`src/rtl/des_sbox_scheduler.sv`:
```
// Sequences the eight DES S-box units for one Feistel round: issues each 6-bit slice
// with a one-hot select, gathers the 4-bit results and returns the packed S-layer word.
module des_sbox_scheduler #(
    parameter bit PIPELINED      = 1'b1,
    parameter int TIMEOUT_CYCLES = 4
) (
    input  logic        clk,
    input  logic        rst,
    input  logic        in_valid,
    output logic        in_ready,
    input  logic [47:0] in_data,
    output logic        out_valid,
    input  logic        out_ready,
    output logic [31:0] out_data,
    output logic [7:0]  sbox_sel,
    output logic [5:0]  sbox_input,
    input  logic [31:0] sbox_result,
    input  logic [7:0]  sbox_finish,
    output logic        err
);
    localparam int AW = (TIMEOUT_CYCLES > 1) ? $clog2(TIMEOUT_CYCLES) : 1;
    localparam logic [AW-1:0] AGE_MAX = AW'(TIMEOUT_CYCLES - 1);

    typedef enum logic [1:0] {IDLE, RUN, DONE} state_t;
    state_t state, state_nxt;

    logic [47:0]   data_q, issue_src, issue_shift;
    logic [7:0]    pending, cap_mask, to_mask;
    logic [AW-1:0] age [8];
    logic [3:0]    issue_cnt, cap_cnt, cap_num;
    logic [2:0]    issue_idx;
    logic          accept, issue_go, timeout, last_cap;

    always_comb begin
        accept   = (state == IDLE) && in_valid;
        cap_mask = '0;
        to_mask  = '0;
        cap_num  = '0;
        for (int k = 0; k < 8; k++) begin
            if (state == RUN && pending[k]) begin
                if (sbox_finish[k]) begin
                    cap_mask[k] = 1'b1;
                    cap_num     = cap_num + 4'd1;
                end else if (age[k] == AGE_MAX) begin
                    to_mask[k] = 1'b1;
                end
            end
        end
        timeout  = |to_mask;
        last_cap = (state == RUN) && !timeout &&
                   (({1'b0, cap_cnt} + {1'b0, cap_num}) == 5'd8);
        // Sequential mode waits until nothing is left outstanding after this edge's captures.
        issue_go = accept ||
                   ((state == RUN) && !timeout && (issue_cnt < 4'd8) &&
                    (PIPELINED || ((pending & ~cap_mask) == 8'd0)));
        issue_idx   = accept ? 3'd0 : issue_cnt[2:0];
        issue_src   = accept ? in_data : data_q;
        issue_shift = issue_src << (6 * issue_idx);
    end

    always_comb begin
        state_nxt = state;
        case (state)
            IDLE:    if (in_valid) state_nxt = RUN;
            RUN: begin
                if (timeout)       state_nxt = IDLE;
                else if (last_cap) state_nxt = DONE;
            end
            DONE:    if (out_ready) state_nxt = IDLE;
            default: state_nxt = IDLE;
        endcase
    end

    always_ff @(posedge clk) begin
        if (rst) state <= IDLE;
        else     state <= state_nxt;
    end

    assign in_ready  = (state == IDLE);
    assign out_valid = (state == DONE);

    always_ff @(posedge clk) begin
        if (rst) begin
            data_q     <= '0;
            out_data   <= '0;
            sbox_sel   <= '0;
            sbox_input <= '0;
            err        <= 1'b0;
            pending    <= '0;
            issue_cnt  <= '0;
            cap_cnt    <= '0;
            for (int k = 0; k < 8; k++) age[k] <= '0;
        end else begin
            sbox_sel   <= '0;
            sbox_input <= '0;
            if (accept) begin
                data_q   <= in_data;
                out_data <= '0;
                cap_cnt  <= '0;
            end
            for (int k = 0; k < 8; k++) begin
                if (cap_mask[k]) begin
                    out_data[31-4*k -: 4] <= sbox_result[31-4*k -: 4];
                    pending[k]            <= 1'b0;
                end else if (pending[k]) begin
                    age[k] <= age[k] + 1'b1;
                end
            end
            if (state == RUN) cap_cnt <= cap_cnt + cap_num;
            if (issue_go) begin
                sbox_sel           <= 8'd1 << issue_idx;
                sbox_input         <= issue_shift[47:42];
                pending[issue_idx] <= 1'b1;
                age[issue_idx]     <= '0;
                issue_cnt          <= accept ? 4'd1 : issue_cnt + 4'd1;
            end
            // A stalled unit abandons the whole transaction; late finishes are then ignored.
            if (timeout) begin
                pending <= '0;
                err     <= 1'b1;
            end
        end
    end
endmodule

```
`config.mk`:
```
export PLATFORM = sky130hd
export DESIGN_NAME = des_sbox_scheduler
export DESIGN_NICKNAME = d
export VERILOG_FILES = /design/src/rtl/des_sbox_scheduler.sv
export SDC_FILE = /design/constraint.sdc
export NUM_CORES = 1
export LEC_CHECK = 0
export CAP_MARGIN = 20
export CORE_ASPECT_RATIO = 0.75
export CORE_MARGIN = 10
export CORE_UTILIZATION = 53
export CTS_BUF_LIST = sky130_fd_sc_hd__clkbuf_2
export DETAILED_ROUTE_END_ITERATION = 8
export PLACE_DENSITY_LB_ADDON = 0.2
export SYNTH_ARGS = -nofsm -noshare
export SYNTH_HDL_FRONTEND = slang
export SYNTH_SLANG_ARGS = --single-unit
```
`constraint.sdc`:
```
create_clock -name clk -period 7.7 [get_ports clk]
set_input_delay 1.155 -clock clk [delete_from_list [all_inputs] [get_ports clk]]
set_output_delay 1.155 -clock clk [all_outputs]
set_load 0.1 [all_outputs]
```
# Yosys cells after proc, flatten, opt, wreduce, memory -nomap -nowiden
# Memory sizes are Yosys's and may differ from the RTL's.
# Index checks and enable logic that the tools add are counted.
# Widths: inputs -> output; s select.
[classes]
addsub = 18
multipliers = 1
magnitude_cmp = 3
n_eq_ne = 14
shifts = 2
muxes = 139
bitwise_logic = 10
reduce_logical = 29
[ops]
columns = ["operator", "n"]
rows = [
  ["$mux 4", 25],
  ["$mux 1", 96],
  ["$mux 48", 1],
  ["$shl 48x6->48", 1],
  ["$add 4x1->4 const B", 8],
  ["$mux 32", 1],
  ["$mux 2", 12],
  ["$eq 2x2->1 const B", 9],
  ["$reduce_bool 2->1", 9],
  ["$add 2x1->2 const B", 8],
  ["$logic_and 1x1->1", 13],
  ["$reduce_or 9->1", 1],
  ["$mux 8", 1],
  ["$or 1x1->1", 8],
  ["$or 8x8->8", 1],
  ["$reduce_or 8->1", 1],
  ["$shl 1x3->8 const A", 1],
  ["$pmux 2 s3", 1],
  ["$add 4x4->5", 1],
  ["$eq 5x4->1 const B", 1],
  ["$mul 2x3->5 const A", 1],
  ["$add 4x4->4", 1],
  ["$lt 3x4->1 const B", 1],
  ["$lt 4x4->1 const B", 1],
  ["13 further kinds", 13],
]
[totals]
regBits = 113
ramBits = 16
inputBits = 92
output_inout_bits = 49
wordCells = 233
n_memories = 1
[mem_list]
columns = ["name", "depth", "word_bits", "rd", "rd_ports_with_merged_regs", "wr", "line_no", "text"]
rows = [
  ["age", 8, 2, 8, 0, 9, "29", "logic [AW-1:0] age [8];"],
]

# Logic depth before layout (Yosys ltp)
[depth]
ltp_word = 30
depth_mapped = 30

# Worst setup path after synthesis
# OpenSTA, ideal clock, no wires.
[synth_timing]
path_type = "input to register"
from = "input port sbox_finish[0]"
to = "register state[0]"
setup_time_ns = 0.132
t_arrival_ns = 5.583
t_required_ns = 7.568
path_slack_ns = 1.985
path_stages = 29
cell_sequence = "nand2_1 > xnor2_1 > nor2_1 > ha_1 > a32oi_2 > inv_1 > ha_1 > nor2_1 > a21oi_1 > ha_1 > nand2_1 > nand2_1 > ha_1 > nor2_1 > o21bai_1 > inv_1 > ha_1 > nand2_1 > nand2_1 > ha_1 > nor2_1 > a31oi_1 > ha_1 > a21o_1 > a21oi_1 > xnor2_1 > nand3_1 > a21oi_1 > nor3_1"
[synth_between]
elab_chain_cells = 28
word_cells_on_any_way = 35
[synth_rtl]
columns = ["element", "line_no", "text"]
rows = [
  ["start: declaration", "18", "input logic [7:0] sbox_finish,"],
  ["$mux 1", "41", "if (sbox_finish[k]) begin"],
  ["$mux 1", "40", "if (state == RUN && pending[k]) begin"],
  ["$add 4x1->4", "43", "cap_num = cap_num + 4'd1;"],
  ["$mux 4", "41", ""],
  ["$mux 4", "40", ""],
  ["$add 4x1->4", "43", ""],
  ["$mux 4", "41", ""],
  ["$mux 4", "40", ""],
  ["(+12 left out)", "n/a", ""],
  ["$add 4x1->4", "43", ""],
  ["$mux 4", "41", ""],
  ["$mux 4", "40", ""],
  ["$add 4x4->5", "51", "(({1'b0, cap_cnt} + {1'b0, cap_num}) == 5'd8);"],
  ["$eq 5x4->1", "51", ""],
  ["$logic_and 1x1->1", "50", "last_cap = (state == RUN) && !timeout &&"],
  ["$ne 3x3->1 (no source line)", "n/a", ""],
  ["$reduce_and 3->1 (no source line)", "n/a", ""],
  ["end signal: assignment", "76", "else state <= state_nxt;"],
  ["end: declaration", "25", "state_t state, state_nxt;"],
]
# Several ways; a longest one is shown, not always the timed one.
# A chain may end at the register's enable or synchronous reset.

# Final worst setup path
[layout_timing]
from = "input port sbox_finish[1]"
to = "register state[0]"
[layout_between]
elab_chain_cells = 25
word_cells_on_any_way = 32
[layout_rtl]
columns = ["element", "line_no"]
rows = [
  ["$mux 4", "41"],
  ["$mux 4", "40"],
  ["$add 4x1->4", "43"],
  ["$mux 4", "41"],
  ["$mux 4", "40"],
  ["$add 4x1->4", "43"],
  ["$mux 4", "41"],
  ["$mux 4", "40"],
  ["(+9 left out)", "n/a"],
  ["$add 4x1->4", "43"],
  ["$mux 4", "41"],
  ["$mux 4", "40"],
  ["$add 4x4->5", "51"],
  ["$eq 5x4->1", "51"],
  ["$logic_and 1x1->1", "50"],
  ["$ne 3x3->1 (no source line)", "n/a"],
  ["$reduce_and 3->1 (no source line)", "n/a"],
]
# Several ways; a longest one is shown, not always the timed one.

==> summary.txt <==
Synth
  – Post-synthesis adder-cell area fraction: between 5 and 6%
  – Post-synthesis sequential element count: 129
  – Synthesized instance count: 795
  – Compound-Gate Fraction of Synth Area: 17.6%
  – Share of synthesized area spent on multiplexers: between 10% and 20%
  – Largest family of logic cells by synthesized area: simple AND/OR/NAND/NOR gates
  – Warnings from Yosys: 0
  – Net count after synthesis: 916
  – Flip-flop cell with the highest count after synthesis: dfxtp_1
  – Cell taking the most area after synthesis: dfxtp_1
  – Number of enable-type register cells in the synthesized netlist: 0
  – Syn Area/Cell: approximately 8.6 µm²
  – Area share of the largest cell type after synthesis: ~38%
  – Mapped cell area: 6880 µm²
  – Leading post-synthesis cells by cell area: dfxtp_1, nand2_1, mux2i_1
  – Share of synthesized registers carrying an async set or reset: 0%
  – Register area share after synthesis: 37.6%
  – Post-synthesis share of cell area spent on xor and xnor gates: 4.22%
  – Area share of and/or/nand/nor cells after synthesis: a little under a fifth
  – Library cells used by synthesis: 57

Placement
  – HPWL Detailed: 14,100 µm
  – Final weighted congestion in routability-driven placement: 0.826
  – Worst slack at placement: 0.825 ns
  – Count of input and output buffers: 140

Clock network
  – Deepest level of the CTS H-tree: 4
  – TritonCTS Buffers: 17
  – Number of buffers inserted by hold repair at cts: 0
  – CTS tree: built
  – Worst skew pair latency: 0.67 ns
  – Reg clk slew, reported paths: 0.18 ns
  – Post-CTS setup-driven buffer insertion count: 0
  – Gates resized, CTS repair: 0
  – Clock Tree Buf Depth: 2
  – Sink Count: 129
  – Clk root buf: clkbuf_2

Layout
  – Number of antenna cells inserted: 0
  – Area delta synth->final: 24.5%
  – Number of fillers in the final layout: approximately 1,000
  – Net total in the final layout: 1,026
  – Fraction of layout instances using a drive strength above 1: 7.64%

Global route
  – Pin count of the biggest net entering global routing: between 90 and 100
  – All-Layer GR Usage: about a fifth
  – Initial antenna violation count: 0
  – Number of global-route vias before repair: 6,221
  – Wire length of the first global-routing pass: 31,200 µm
  – GRT Residual Overflow: 0

Critical path
  – Cell type with the highest occurrence count on the critical path: ha_1
  – Critical Path Sink Type: flip-flop
  – R2R Setup Slk: 1.50 ns
  – Req. time, crit path: 8.25 ns
  – Arrival @ worst endpoint: 6.81 ns
  – Startpoint kind of the worst setup timing path: primary input
  – R2r worst-path depth: 28
  – Worst path max stage delay: 0.51 ns
  – Reg-to-reg critical path startpoint: state[1]
  – Crit path kind: in -> reg
  – Reg2reg end: state[0]
  – Critical-path maximum fanout: 4
  – Master of the slowest instance on the critical path: clkdlybuf4s50_1

Floorplan
  – Core ar.: 12,500 µm²
  – Initial Util: 55.1%
  – I/O pin cnt: 141
  – Width of the die: ~150 µm
  – Die outline height: 119 µm
  – Area of the die: 18,000 µm²
  – Site row count: 35

Detailed routing
  – DRC: 0
  – Via count normalized by instance count: 5.83
  – Number of design-rule violations left by the first detailed-router iteration: 538
  – Routed wire length per instance: around 18 µm
  – Antenna viol nets, final: 0
  – Total wire length after detailed routing: 19,100 µm
  – Pre-antenna DRT Iters: 5
  – Routed vias: about 6,300

STA
  – Post-Route Skew: 0.0277 ns
  – Slew at the pin with the worst max-slew slack: slightly above 1 ns
  – Setup repair after global routing missed its margin: no
  – Final hold violation count: 0
  – TNS Setup: 0 ns
  – Count of final setup violators: 0
  – Share of the clock period used by the worst path: 81.3%
  – Clock period minus worst slack: around 6.3 ns
  – Top achievable clock speed: 160 MHz
  – Pins over their slew limit: 0
  – Worst-case hold slack: 0.464 ns
  – Final worst setup slack: about 1.4 ns
  – Max_slew headroom: between 30% and 40%

Power and ir drop
  – Sw Ratio: between 20% and 30%
  – Lkg Pwr: 3.29 nW
  – Worst-case vdd ir drop: 102 µV
  – Switching power: 0.427 mW
  – Portion of total power attributed to the clock network: between 30 and 40%
  – Internal cell power: 1.05 mW
  – Portion of total power attributed to sequential cells: between 40% and 50%
  – Combinational Power Share: 19.2%
  – Power per cell area: between 150 and 200 nW/µm²

Flow run
  – Max_cap viols: 0

Worst hold path
  – WHS Endpoint: err
  – Hold path cells: 2
  – Hold/Removal Path Class: reg -> reg
  – Launch instance of the worst min-delay path: err

Outcome
  – Result of the run: complete, no violations
-- worst max-delay path by stage --
stage	start	end	slack, ns	cells after the start
floorplan	sbox_finish[0]	state[0]	1.99	29
global placement	sbox_finish[1]	state[0]	1.20	30
detailed placement	sbox_finish[0]	state[0]	0.83	30
CTS	sbox_finish[0]	state[0]	1.53	30
global route	sbox_finish[1]	state[0]	1.08	30
finish	sbox_finish[1]	state[0]	1.44	30
-- cells in the mapped netlist (3+ instances only) --
library cell and count:
o22ai_1 5, buf_2 13, xnor2_1 13, and3_1 12, o21ai_0 44, a221oi_1 3
nand2b_1 5, a311oi_1 8, nand4b_1 3, mux4_2 12, a21oi_1 86, buf_1 3
and4b_1 3, and2_1 3, dfxtp_1 129, xor2_1 12, a211oi_1 5, buf_4 3
nor2_1 53, inv_1 8, mux2_2 8, clkbuf_1 33, nand2_1 146, ha_1 27
mux2i_1 53, o21a_1 6, nand3_1 25, nor2b_1 3, nor3_1 7, a22oi_1 29
-- worst max-delay path: cells and delay by family --
kind | cells | cell delay (ns)
buffers and inverters | 3 | 0.65
AO/OA/AOI/OAI | 7 | 1.34
adder cells (fa/ha/maj) | 7 | 2.09
XOR/XNOR | 2 | 0.44
AND/OR/NAND/NOR | 11 | 1.15
-- kinds of logic (layout without fill, tap and decap cells) --
group / after synthesis / count (layout)
and+or+nand+nor: 272 / 272
DFF: 129 / 129
buffers and inverters: 62 / 183
AOI/OAI and AO/OA: 202 / 202
adders and majority gates: 29 / 29
xor gates and xnor gates: 28 / 28
muxes: 73 / 73
-- layout make-up --
cell class                 count  area, µm²  area share, %
clock buffer                  18       90.1           1.05
clock inverter                12        191           2.24
inverter                       8       30.0          0.351
multi-input combinational    604       4030           47.0
sequential                   129       2580           30.2
tap                          166        208           2.43
timing repair buffer         145       1440           16.8
-- power by group through the flow --
stage / Sequential [mW] / Clock, mW / Combinational, mW
floorplan: 0.742 / 0 / 0.163
global placement: 0.721 / 0 / 0.273
detailed placement: 0.722 / 0 / 0.281
CTS: 0.708 / 0.494 / 0.283
global route: 0.712 / 0.524 / 0.310
finish: 0.708 / 0.487 / 0.284
-- flip-flops by register name, indices dropped and copies added, names as in the netlist --
register	cells
age	16
cap_cnt	4
data_q	48
err	1
issue_cnt	4
out_data	32
pending	8
sbox_input	6
sbox_sel	8
state	2
-- through the flow --
stage               util [%]  total power [mW]  instance area (µm²)  std cells
floorplan                  -             0.905                 6880        795
global placement        66.4             0.993                 8280       1052
detailed placement      66.4              1.00                 8280       1052
CTS                     68.6              1.49                 8560       1082
global route            68.6              1.55                 8560       1082
finish                  68.6              1.48                 8560       1082
-- per-layer routing --
layer / global-route usage [%] / vias up / routed length, µm
met2: 31.1 / 222 / 8610
met4: 3.92 / 0 / 165
li1: - / 3049 / -
met1: 28.9 / 3019 / 8570
met5: 0 / - / 0
met3: 6.63 / 16 / 1720
-- cells in the final DEF, fill, tap and decap left out, types with 2 or more instances in the layout --
cell type and n:
inv_1 8, a41oi_1 2, nor3_1 7, nor2_1 53
nand4_1 2, nand3_1 25, clkdlybuf4s50_1 139, fa_1 2
a21oi_1 86, nand2b_1 5, and4b_1 3, mux4_2 12
nand4b_1 3, a211oi_1 5, buf_4 6, o21bai_1 2
a22oi_1 29, dfxtp_1 128, clkinv_1 2, xnor2_1 13
o21a_1 6, mux2i_1 53, a221oi_1 3, a211o_1 2
xor2_1 12, o211ai_1 2, mux2_2 8, a311oi_1 8
o21ai_0 44, ha_1 27, nand2_1 146, a31oi_1 2
clkinvlp_4 2, o22ai_1 5, bufinv_16 5, nor2b_1 3
clkbuf_2 18, and3_1 12, and2_1 3, clkinv_2 2
Power figures use the tool's default switching activity.
